--- src/rtl/sram_ctrl.sv ---
// -----------------------------------------------------------------------------
// sram_ctrl
// Single-port asynchronous SRAM controller (2K x 8). It accepts one host
// request at a time and sequences the active-low SRAM strobes with
// cycle-programmable setup, pulse, hold, access and turnaround phases.
// All outputs come directly from flops.
//
// Ports
//   clk        in   system clock, rising edge
//   reset      in   synchronous active-high reset
//   req        in   host request, sampled only while ready=1
//   wr         in   1=write, 0=read, sampled with req
//   addr[10:0] in   host word address
//   wdata[7:0] in   host write data
//   ready      out  controller idle, able to accept req
//   done       out  one-cycle completion pulse
//   rdata[7:0] out  last read data, held until the next read completes
//   sram_addr  out  SRAM address
//   sram_dout  out  SRAM write data
//   sram_doe   out  tri-state enable for sram_dout onto the data bus
//   sram_din   in   SRAM data bus as read back
//   SRE        out  chip enable, active-low
//   SRG        out  output enable, active-low
//   SRW        out  write enable, active-low
// -----------------------------------------------------------------------------
module sram_ctrl #(
  parameter int unsigned SETUP_CYC = 1,
  parameter int unsigned WP_CYC    = 3,
  parameter int unsigned HOLD_CYC  = 1,
  parameter int unsigned RD_CYC    = 5,
  parameter int unsigned TURN_CYC  = 3
) (
  input  logic        clk,
  input  logic        reset,
  input  logic        req,
  input  logic        wr,
  input  logic [10:0] addr,
  input  logic [7:0]  wdata,
  output logic        ready,
  output logic        done,
  output logic [7:0]  rdata,
  output logic [10:0] sram_addr,
  output logic [7:0]  sram_dout,
  output logic        sram_doe,
  input  logic [7:0]  sram_din,
  output logic        SRE,
  output logic        SRG,
  output logic        SRW
);

  // Phase counters are loaded with (cycles - 1) on phase entry and the phase
  // ends on the edge where the counter reads zero. Out-of-range parameters
  // are clamped into 1..15 so the 4-bit counter can never wrap.
  function automatic logic [3:0] phase_load(input int unsigned cyc);
    logic [3:0] ld;
    if (cyc < 32'd1) begin
      ld = 4'd0;
    end else if (cyc > 32'd15) begin
      ld = 4'd14;
    end else begin
      ld = 4'(cyc - 32'd1);
    end
    return ld;
  endfunction

  localparam logic [3:0] SETUP_LD = phase_load(SETUP_CYC);
  localparam logic [3:0] WP_LD    = phase_load(WP_CYC);
  localparam logic [3:0] HOLD_LD  = phase_load(HOLD_CYC);
  localparam logic [3:0] RD_LD    = phase_load(RD_CYC);
  localparam logic [3:0] TURN_LD  = phase_load(TURN_CYC);

  typedef enum logic [2:0] {
    IDLE    = 3'd0,
    WSETUP  = 3'd1,
    WPULSE  = 3'd2,
    WHOLD   = 3'd3,
    RACCESS = 3'd4,
    RTURN   = 3'd5
  } state_t;

  state_t      state_q, state_d;
  logic [3:0]  cnt_q, cnt_d;
  logic        wr_q, wr_d;
  logic [10:0] addr_q, addr_d;
  logic [7:0]  dout_q, dout_d;
  logic [7:0]  rdata_q, rdata_d;
  logic        doe_q, doe_d;
  logic        sre_q, sre_d;
  logic        srg_q, srg_d;
  logic        srw_q, srw_d;
  logic        done_q, done_d;
  logic        ready_q, ready_d;
  logic        phase_end_s;

  assign phase_end_s = (cnt_q == 4'd0);

  // Next-state, phase counter, address/data latching and read capture.
  always_comb begin
    state_d = state_q;
    cnt_d   = cnt_q;
    wr_d    = wr_q;
    addr_d  = addr_q;
    dout_d  = dout_q;
    rdata_d = rdata_q;
    done_d  = 1'b0;

    case (state_q)
      IDLE: begin
        if (req) begin
          // Address and data are frozen here and stay put until the
          // controller returns to IDLE, covering setup and hold.
          addr_d = addr;
          dout_d = wdata;
          wr_d   = wr;
          if (wr) begin
            state_d = WSETUP;
            cnt_d   = SETUP_LD;
          end else begin
            state_d = RACCESS;
            cnt_d   = RD_LD;
          end
        end else begin
          state_d = IDLE;
        end
      end

      WSETUP: begin
        if (phase_end_s) begin
          state_d = WPULSE;
          cnt_d   = WP_LD;
        end else begin
          cnt_d = cnt_q - 4'd1;
        end
      end

      WPULSE: begin
        if (phase_end_s) begin
          state_d = WHOLD;
          cnt_d   = HOLD_LD;
        end else begin
          cnt_d = cnt_q - 4'd1;
        end
      end

      WHOLD: begin
        if (phase_end_s) begin
          state_d = IDLE;
          cnt_d   = 4'd0;
          // Only a transfer that was latched as a write may report a write
          // completion.
          done_d  = wr_q;
        end else begin
          cnt_d = cnt_q - 4'd1;
        end
      end

      RACCESS: begin
        if (phase_end_s) begin
          state_d = RTURN;
          cnt_d   = TURN_LD;
          // Sample the bus while SRG is still low on this edge.
          rdata_d = sram_din;
          done_d  = ~wr_q;
        end else begin
          cnt_d = cnt_q - 4'd1;
        end
      end

      RTURN: begin
        if (phase_end_s) begin
          state_d = IDLE;
          cnt_d   = 4'd0;
        end else begin
          cnt_d = cnt_q - 4'd1;
        end
      end

      default: begin
        state_d = IDLE;
        cnt_d   = 4'd0;
      end
    endcase
  end

  // Strobe and handshake decode from the next state so every output is a flop
  // that already reflects the phase being entered on this edge.
  always_comb begin
    sre_d   = 1'b1;
    srg_d   = 1'b1;
    srw_d   = 1'b1;
    doe_d   = 1'b0;
    ready_d = 1'b0;

    case (state_d)
      IDLE: begin
        ready_d = 1'b1;
      end
      WSETUP: begin
        sre_d = 1'b0;
        doe_d = 1'b1;
      end
      WPULSE: begin
        sre_d = 1'b0;
        srw_d = 1'b0;
        doe_d = 1'b1;
      end
      WHOLD: begin
        sre_d = 1'b0;
        doe_d = 1'b1;
      end
      RACCESS: begin
        // Bus driver stays off whenever the SRAM may be driving the bus.
        sre_d = 1'b0;
        srg_d = 1'b0;
      end
      RTURN: begin
        ready_d = 1'b0;
      end
      default: begin
        ready_d = 1'b0;
      end
    endcase
  end

  // State and output registers; reset wins over any request or phase.
  always_ff @(posedge clk) begin
    if (reset) begin
      state_q <= IDLE;
      cnt_q   <= 4'd0;
      wr_q    <= 1'b0;
      addr_q  <= 11'd0;
      dout_q  <= 8'd0;
      rdata_q <= 8'd0;
      doe_q   <= 1'b0;
      sre_q   <= 1'b1;
      srg_q   <= 1'b1;
      srw_q   <= 1'b1;
      done_q  <= 1'b0;
      ready_q <= 1'b1;
    end else begin
      state_q <= state_d;
      cnt_q   <= cnt_d;
      wr_q    <= wr_d;
      addr_q  <= addr_d;
      dout_q  <= dout_d;
      rdata_q <= rdata_d;
      doe_q   <= doe_d;
      sre_q   <= sre_d;
      srg_q   <= srg_d;
      srw_q   <= srw_d;
      done_q  <= done_d;
      ready_q <= ready_d;
    end
  end

  assign ready     = ready_q;
  assign done      = done_q;
  assign rdata     = rdata_q;
  assign sram_addr = addr_q;
  assign sram_dout = dout_q;
  assign sram_doe  = doe_q;
  assign SRE       = sre_q;
  assign SRG       = srg_q;
  assign SRW       = srw_q;

endmodule

--- config.mk ---
export PLATFORM = sky130hd
export DESIGN_NAME = sram_ctrl
export DESIGN_NICKNAME = d
export VERILOG_FILES = /design/src/rtl/sram_ctrl.sv
export SDC_FILE = /design/constraint.sdc
export NUM_CORES = 1
export LEC_CHECK = 0
export BUFFER_PORTS_ARGS = -buffer_cell sky130_fd_sc_hd__buf_2
export CAP_MARGIN = 5
export CORE_ASPECT_RATIO = 2
export CORE_MARGIN = 2
export CORE_UTILIZATION = 45
export DETAILED_ROUTE_END_ITERATION = 8
export GPL_ROUTABILITY_DRIVEN = 1
export HOLD_SLACK_MARGIN = 0.15
export MAX_ROUTING_LAYER = met4
export PLACE_DENSITY = 0.75
export SETUP_SLACK_MARGIN = 0.1
export SYNTH_ARGS = -nofsm -noshare
export SYNTH_HDL_FRONTEND = slang
export SYNTH_SLANG_ARGS = --single-unit
--- constraint.sdc ---
create_clock -name clk -period 1.9 [get_ports clk]
set_clock_uncertainty 0.15 [all_clocks]
set_input_delay 0.38 -clock clk [delete_from_list [all_inputs] [get_ports clk]]
set_output_delay 0.38 -clock clk [all_outputs]
set_load 0.005 [all_outputs]
==> flow_summary_export.csv, run 1 <==
group,metric,value,unit
cts,cts_hold_buffers,0,
routing,drtIter0Drc,21,
logic_synthesis,synth_top_area_frac,0.499,
cells_and_area,stdcell_area,2110,µm²
cts,tritoncts,"done",
place,dp_hpwl,2.85,mm
cells_and_area,nets,290,
cts,cts.sinks,41,
timing,setup_violations,0,
logic_synthesis,syn_nets,226,
floorplanning,pin_count,64,
grt,gr-total-overflow,0,
floorplanning,fp.coreArea,3570,µm²
critical_path,end_kind,"register",
floorplanning,die-area,4190,µm²
routing,dr.pass1.iters,4,
floorplanning,die_h,89.5,µm
timing,timing.final.hold_violations,0,
logic_synthesis,netlist_instances,195,
logic_synthesis,synth_cell_type_count,34,
routing,drt-total-wl,3.79,mm
cts,post_cts_buffers,0,
cts,root_buffer,"clkbuf_8",
routing,num_vias,1528,
grt,grt_pass1_wl,6.00,mm
cts,path_clk_slew,0.07,ns
power_and_ir_drop,p_leak,0.997,nW
critical_path,critPathArrivalTime,1.66,ns
logic_synthesis,synth_area_leaders,"dfxtp_1 50%, nand2_1 11%, a21oi_1 7.3%",
power_and_ir_drop,ir_drop,0.798,mV
cells_and_area,syn_to_final_growth,28.3,%
routing,ant_nets,0,
power_and_ir_drop,switchingPower,0.000987,W
timing,finalMaxSlewViolations,0,
critical_path,rr_startpoint,"cnt_q[0]",
logic_synthesis,synth-seq-area-share,0.499,
power_and_ir_drop,p_per_area,1310,nW/µm²
power_and_ir_drop,power_frac_comb,0.362,
timing,period_share,0.865,
power_and_ir_drop,pwr-share-clk,0.200,
place,pre_cts_slack,0.270,ns
timing,worstMarginPinSlew,0.559,ns
routing,routedWlPerCell,12.3,µm
critical_path,critPathMaxFanout,9,
critical_path,crit_path_top_delay_cell,"nor4_4",
timing,finalSetupTns,0,ns
cts,htree_levels,2,
grt,grt_pass1_vias,1418,
cells_and_area,drive_gt1_frac,0.324,
cts,insertion_delay,0.28,ns
flow_run,maxCapViolations,0,
critical_path,critPathLaunchType,"register",
power_and_ir_drop,seq_power_share,0.438,
critical_path,path_delay_family,"simple AND/OR/NAND/NOR gates",
logic_synthesis,yosysTopAreaCell,"dfxtp_1",
cells_and_area,nFillCells,353,
logic_synthesis,synth-main-ff-cell,"dfxtp_1",
critical_path,path_buf_inv,0,
critical_path,max_stage_delay,0.50,ns
grt,antenna_found_initial,0,
logic_synthesis,yosys_register_bits,41,
logic_synthesis,yosysWarnings,0,
logic_synthesis,syn_area,1650,µm²
grt,grt_use_total,0.204,
grt,grt_max_degree,21,
routing,drc,0,
timing,rsz0062_at_grt,"false",
power_and_ir_drop,intPower,0.00178,W
floorplanning,rows,31,
cts,postCtsResizedCells,0,
critical_path,required,1.92,ns
timing,setup_ws,0.256,ns
critical_path,worstSetupPathType,"reg2reg",
floorplanning,start_util,0.461,
hold_path,min_from,"sram_din[0]",
routing,post_drt_via_cell_ratio,4.96,
logic_synthesis,synth_edf_count,0,
place,gp_congestion,0.900,
timing,fmax,608,MHz
logic_synthesis,async_flop_share,0,
floorplanning,fp.dieW,46.8,µm
cts,cts-buffers-inserted,5,
place,port_buffers,63,
logic_synthesis,avgSynthCellArea,8.44,µm²
hold_path,hold_class,"in2reg",
cts,cts.path.max_buffers,2,
cells_and_area,antenna_cells,0,
timing,slew_headroom,0.624,
critical_path,path_cells,"nor4_4, nand3_4, mux2i_1, nor2_1",
critical_path,critPathLaunch,"cnt_q[0]",
power_and_ir_drop,switching_share,0.357,
timing,finalCriticalPeriod,1.64,ns
run_status,status,"finished clean",
place,postPlaceCellArea,2020,µm²
cells_and_area,utilization,0.592,
==> worst reg2reg max path, stage by stage, from the launching register on <==
cell and delay, ns:
dfxtp_1 0.40, nor4_4 0.50, nand3_4 0.22, mux2i_1 0.20
nor2_1 0.06
==> Yosys cell counts (2+ instances only) <==
| master | n |
|---|---|
| nand2_1 | 49 |
| dfxtp_1 | 41 |
| a21oi_1 | 24 |
| nor2_1 | 18 |
| mux2i_1 | 8 |
| o21ai_0 | 8 |
| clkbuf_1 | 7 |
| buf_2 | 5 |
| nand3_1 | 3 |
| nor3_1 | 3 |
| a211oi_1 | 2 |
| a22oi_1 | 2 |
| inv_1 | 2 |
| nand4b_1 | 2 |
| nor3b_1 | 2 |
==> stage by stage <==
| step | hold WS (ns) | total power [W] | instances |
|---|---|---|---|
| after floorplan | 0.294 | 0.00187 | 195 |
| after global placement | 0.289 | 0.00222 | 301 |
| after detailed placement | 0.295 | 0.00224 | 301 |
| after CTS | 0.167 | 0.00280 | 308 |
| after global routing | 0.169 | 0.00298 | 308 |
| final | 0.180 | 0.00277 | 308 |
==> cell usage in the layout (no fill, tap or decap), types with 6 or more instances in the layout <==
cell	n
clkbuf_8	6
dfxtp_1	41
mux2i_1	8
nor2_1	18
o21ai_0	8
nand2_1	49
a21oi_1	24
buf_4	7
buf_2	63
==> power by group through the flow <==
stage                     logic, W  clock network, W  registers, W
final                      0.00100          0.000555       0.00121
after global placement    0.000997                 0       0.00123
after CTS                  0.00101          0.000576       0.00121
after global routing       0.00113          0.000611       0.00124
after detailed placement   0.00101                 0       0.00123
after floorplan           0.000713                 0       0.00116
==> registers in the layout, summed over array words and instances, names as in the netlist <==
signal,count
cnt_q,4
state_q,3
SRE,1
wr_q,1
sram_doe,1
sram_addr,11
ready,1
SRW,1
done,1
sram_dout,8
SRG,1
rdata,8
==> final cells by class <==
| cell class | count | area, µm² | share of cell area |
|---|---|---|---|
| clock buffer | 7 | 86.3 | 0.0409 |
| tap | 49 | 61.3 | 0.0290 |
| timing repair buffer | 71 | 388 | 0.184 |
| sequential | 41 | 821 | 0.389 |
| multi-input combinational | 138 | 747 | 0.354 |
| inverter | 2 | 7.51 | 0.00356 |
==> per-layer routing <==
layer / share of wire / vias up / global-route usage
met2: 0.57 / 36 / 0.346
met3: 0.032 / 4 / 0.0384
met1: 0.38 / 710 / 0.216
li1: - / 778 / -
met5: 0 / - / -
met4: 0.012 / 0 / 0.104
==> path summary, 6_finish.rpt <==
check                  to  slack [ns]  depth (start not counted)
max reg2reg      rdata[6]        0.26                          4
min              rdata[0]        0.18                          3
max              rdata[6]        0.26                          4
min reg2reg  sram_dout[7]        0.30                          2
==> kinds of logic after synthesis <==
kind of cell	share of synthesized area
muxes	0.0487
and+or+nand+nor	0.263
DFF	0.499
AOI/OAI and AO/OA	0.137
buffers and inverters	0.0472
xor gates and xnor gates	0.00532
No activity file was read; power rests on OpenSTA's default activity.
==> run 2: changes to the inputs <==
==> constraint.sdc (replaced) <==
create_clock -name clk -period 1.9 [get_ports clk]
set_clock_uncertainty 0.15 [all_clocks]
set_input_delay 0.19 -clock clk [delete_from_list [all_inputs] [get_ports clk]]
set_output_delay 0.19 -clock clk [all_outputs]
set_load 0.005 [all_outputs]
==> run 2 against run 1 <==
Effect of this change: via count rose by 11%; power rose by 3.0%; worst hold slack improved by 0.12 ns; count of clock-buffer cells in the layout did not move; worst setup slack got worse by 0.012 ns; clock power rose by 1%; cell count rose by 9.4%; cell area rose by 14%; critical endpoint is now cnt_q[1]; non-clock buffer count rose by 29; routed wire length rose by 19%; fmax fell by 0.73%; first-iteration DRC count rose by 86%.
==> flow_summary_export.csv, run 2 (same netlist as run 1, synthesis figures left out) <==
group,metric,value,unit
run_status,status,"finished clean",
cts,htree_levels,2,
routing,drt-total-wl,4.52,mm
power_and_ir_drop,ir_drop,0.909,mV
timing,finalCriticalPeriod,1.66,ns
power_and_ir_drop,p_per_area,1190,nW/µm²
grt,grt_pass1_vias,1630,
cts,cts-buffers-inserted,5,
floorplanning,die-area,4190,µm²
power_and_ir_drop,p_leak,1.12,nW
critical_path,end_kind,"register",
timing,worstMarginPinSlew,0.561,ns
floorplanning,pin_count,64,
critical_path,required,1.98,ns
timing,timing.final.hold_violations,0,
cts,postCtsResizedCells,0,
critical_path,rr_startpoint,"cnt_q[3]",
critical_path,worstSetupPathType,"in2reg",
place,port_buffers,63,
hold_path,hold_depth,2,
critical_path,critPathArrivalTime,1.74,ns
floorplanning,start_util,0.461,
routing,drc,0,
cells_and_area,final_cell_mix,"63 x buf_2, 49 x nand2_1, 41 x dfxtp_1",
place,gp_congestion,0.903,
cells_and_area,drive_gt1_frac,0.288,
cts,path_clk_slew,0.07,ns
cts,cts.sinks,41,
cells_and_area,final_common_cell,"buf_2",
critical_path,reg2reg_slack,0.25,ns
floorplanning,fp.coreArea,3570,µm²
grt,grt_use_total,0.244,
timing,rsz0062_at_grt,"false",
cells_and_area,nets,319,
critical_path,rr_worst_depth,4,
timing,fmax,604,MHz
cells_and_area,syn_to_final_growth,46.1,%
grt,grt_max_degree,21,
timing,finalSetupTns,0,ns
hold_path,min_from,"sram_addr[2]",
grt,grt_pass1_wl,7.19,mm
timing,finalMaxSlewViolations,0,
hold_path,min_to,"sram_addr[2]",
floorplanning,die_h,89.5,µm
routing,post_drt_via_cell_ratio,5.04,
hold_path,hold_class,"reg2reg",
floorplanning,rows,31,
flow_run,maxCapViolations,0,
routing,num_vias,1700,
routing,ant_nets,0,
cts,insertion_delay,0.28,ns
critical_path,rr_endpoint,"rdata[1]",
timing,period_share,0.872,
cts,root_buffer,"clkbuf_8",
place,dp_hpwl,2.94,mm
cells_and_area,largest_reg_flops,11,
grt,gr-total-overflow,0,
grt,antenna_found_initial,0,
critical_path,critPathLaunchType,"input pin",
cells_and_area,antenna_cells,0,
cts,cts.path.max_buffers,2,
routing,drtIter0Drc,39,
routing,routedWlPerCell,13.4,µm
timing,setup_violations,0,
timing,slew_headroom,0.623,
routing,dr.pass1.iters,4,
power_and_ir_drop,totalPowerFinal,0.00285,W
floorplanning,fp.dieW,46.8,µm
critical_path,critPathMaxFanout,19,
cts,tritoncts,"done",
run 2: cell types whose count changed in the layout (fill, tap and decap cells not counted), sizes merged:
cell and change:
buf -1, dlygate4sd3 +30
run 2: worst max-delay path, cell delays in order:
cell	delay [ns]
dlygate4sd3_1	0.53
buf_2	0.24
a21oi_1	0.27
nor4b_1	0.25
o21ai_0	0.17
nand2_1	0.09
run 2: through the flow:
step                cell area, µm²  std cells  worst slack, ns  hold WS, ns  utilization
floorplan                     1650        195            0.386        0.176            -
global placement              2020        300            0.302        0.274        0.565
detailed placement            2020        300            0.252        0.281        0.565
CTS                           2400        337            0.247        0.307        0.674
global route                  2400        337            0.113        0.323        0.674
finish                        2400        337            0.244        0.304        0.674
run 2: timing repair:
| action | in CTS | in global routing |
|---|---|---|
| setup endpoints to repair | 0 | 6 |
| hold buffers | 30 | 0 |
| buffers inserted | 0 | 0 |
| hold endpoints to repair | 31 | 0 |
run 2: power by group:
part           internal (W)  leakage, nW  switching (W)
Sequential          0.00104        0.336       0.000176
Combinational      0.000491        0.737       0.000582
Clock              0.000288       0.0443       0.000274
Total               0.00182         1.12        0.00103
run 2: final cells by class:
class                           instances  area (µm²)
Multi-Input combinational cell        138         747
Timing Repair Buffer                  100         681
Sequential cell                        41         821
Fill cell                             308        1160
Clock buffer                            7        86.3
Inverter                                2        7.51
Tap cell                               49        61.3
run 2: metal layers:
metal  vias to the layer above  global-route usage  wire length [µm]
met5                         -                   -                 0
met3                        10              0.0384               153
li1                        838                   -                 -
met4                         0               0.109               143
met2                        49               0.431              2560
met1                       803               0.254              1660
run 2: worst max-delay path by stage:
stage          cells after the start  slack, ns     start       end
2_1_floorplan                      5       0.39  cnt_q[0]  rdata[0]
3_3_place_gp                       4       0.30  cnt_q[0]  rdata[2]
3_5_place_dp                       4       0.25  cnt_q[0]  rdata[4]
4_1_cts                            4       0.25  cnt_q[0]  rdata[6]
5_1_grt                            4       0.11  cnt_q[3]  rdata[1]
6_report                           6       0.24     reset  cnt_q[1]
==> run 3: changes to the inputs <==
==> constraint.sdc (replaced) <==
create_clock -name clk -period 2 [get_ports clk]
set_clock_uncertainty 0.15 [all_clocks]
set_input_delay 0.2 -clock clk [delete_from_list [all_inputs] [get_ports clk]]
set_output_delay 0.2 -clock clk [all_outputs]
set_load 0.005 [all_outputs]
==> run 3 against run 2 <==
Effect of this change: largest cell class unchanged; power down 7.6%; critical path type is now reg2reg; cell count unchanged; worst setup slack improved by 0.057 ns; register-to-register slack better by 0.05 ns; sequential power decreased by 6%; routed wire length up 0.42%.
==> flow_summary_export.csv, run 3 (same netlist as run 1, synthesis figures left out) <==
group,metric,value,unit
place,dp_hpwl,2.83,mm
critical_path,critPathArrivalTime,1.73,ns
cts,tritoncts,"done",
cts,root_buffer,"clkbuf_8",
run_status,status,"finished clean",
critical_path,critPathMaxFanout,9,
timing,setup_violations,0,
cells_and_area,syn_to_final_growth,44.6,%
cells_and_area,nFillCells,296,
grt,antenna_found_initial,0,
timing,slew_headroom,0.631,
hold_path,hold_class,"reg2reg",
timing,finalMaxSlewViolations,0,
timing,period_share,0.849,
timing,rsz0062_at_grt,"false",
routing,num_vias,1695,
timing,timing.final.hold_violations,0,
power_and_ir_drop,switching_share,0.372,
power_and_ir_drop,seq_power_share,0.437,
routing,post_drt_via_cell_ratio,5.03,
floorplanning,die_h,89.5,µm
grt,grt_use_total,0.249,
critical_path,critPathLaunchType,"register",
grt,grt_max_degree,21,
timing,finalSetupTns,0,ns
power_and_ir_drop,pwr-share-clk,0.196,
power_and_ir_drop,p_per_area,1110,nW/µm²
cts,postCtsResizedCells,0,
power_and_ir_drop,switchingPower,0.000981,W
timing,setup_ws,0.301,ns
floorplanning,fp.dieW,46.8,µm
power_and_ir_drop,p_leak,1.11,nW
cells_and_area,largest_reg_flops,11,
critical_path,path_buf_inv,0,
timing,finalCriticalPeriod,1.70,ns
floorplanning,die-area,4190,µm²
cells_and_area,drive_gt1_frac,0.288,
timing,fmax,589,MHz
floorplanning,pin_count,64,
critical_path,crit_path_top_delay_cell,"nor4_4",
critical_path,max_stage_delay,0.50,ns
cts,insertion_delay,0.29,ns
power_and_ir_drop,ir_drop,0.696,mV
timing,worstMarginPinSlew,0.548,ns
routing,drtIter0Drc,20,
floorplanning,rows,31,
cells_and_area,final_cell_mix,"63 x buf_2, 49 x nand2_1, 41 x dfxtp_1",
place,port_buffers,63,
routing,drt-total-wl,4.54,mm
critical_path,required,2.03,ns
critical_path,path_cells,"nor4_4, nand2_1, a21oi_1, nor3_1",
place,pre_cts_slack,0.352,ns
cts,htree_levels,2,
cells_and_area,nets,318,
critical_path,end_kind,"register",
cts,cts.sinks,41,
routing,dr.pass1.iters,4,
power_and_ir_drop,power_frac_comb,0.366,
cells_and_area,antenna_cells,0,
power_and_ir_drop,intPower,0.00165,W
critical_path,path_delay_family,"simple AND/OR/NAND/NOR gates",
routing,drc,0,
grt,gr-total-overflow,0,
routing,routedWlPerCell,13.5,µm
floorplanning,start_util,0.461,
floorplanning,fp.coreArea,3570,µm²
grt,grt_pass1_vias,1688,
routing,ant_nets,0,
cells_and_area,final_common_cell,"buf_2",
critical_path,worstSetupPathType,"reg2reg",
grt,grt_pass1_wl,7.40,mm
cts,path_clk_slew,0.08,ns
cts,cts.path.max_buffers,2,
cts,cts-buffers-inserted,5,
flow_run,maxCapViolations,0,
place,gp_congestion,0.966,
## run 3: cell types whose count changed in the layout (fill, tap and decap cells not counted), sizes merged
| cell | before | now |
|---|---|---|
| clkinv | 0 | 2 |
| clkbuf | 7 | 6 |
| buf | 70 | 69 |
## run 3: worst register-to-register path, cell delays in order, from the launching register on
cell     delay (ns)
dfxtp_1        0.40
nor4_4         0.50
nand2_1        0.18
a21oi_1        0.28
nor3_1         0.07
## run 3: power by group through the flow
stage,logic (W),clock network [W],registers [W]
floorplan,0.000677,0,0.00110
global placement,0.000896,0,0.00116
detailed placement,0.000906,0,0.00117
CTS,0.000953,0.000534,0.00115
global route,0.00110,0.000561,0.00118
finish,0.000966,0.000517,0.00115
## run 3: stage by stage
stage	cell area (µm²)	utilization	cells	total power, W	hold WS (ns)
floorplan	1650	-	195	0.00178	0.186
global placement	2000	0.560	299	0.00206	0.285
global route	2380	0.667	337	0.00284	0.324
finish	2380	0.667	337	0.00264	0.310
CTS	2380	0.667	337	0.00264	0.306
detailed placement	2000	0.560	299	0.00207	0.295
## run 3: cell type report
type	instances	area [µm²]	area share
Clock inverter	2	10.0	0.00421
Multi-Input combinational cell	138	747	0.314
Inverter	2	7.51	0.00315
Clock buffer	6	72.6	0.0305
Sequential cell	41	821	0.345
Timing Repair Buffer	99	661	0.278
Tap cell	49	61.3	0.0258
## run 3: worst paths after layout
| path | start | end | slack, ns | depth (start not counted) |
|---|---|---|---|---|
| max | cnt_q[0] | state_q[2] | 0.30 | 4 |
| min | sram_dout[3] | sram_dout[3] | 0.31 | 2 |
| max reg2reg | cnt_q[0] | state_q[2] | 0.30 | 4 |
| min reg2reg | sram_dout[3] | sram_dout[3] | 0.31 | 2 |
## run 3: what timing repair did
action / 4_1_cts / 5_1_grt
hold buffers: 30 / 0
hold endpoints to repair: 34 / 0
buffers inserted: 0 / 0
endpoints found under the setup margin: 0 / 0
## run 3: per-layer routing
layer  global-route usage  part of all wire  vias to the layer above
met1                0.269              0.37                      771
met2                0.407              0.54                       63
li1                     -                 -                      838
met3               0.0465             0.039                       23
met5                    -                 0                        -
met4                0.144             0.054                        0
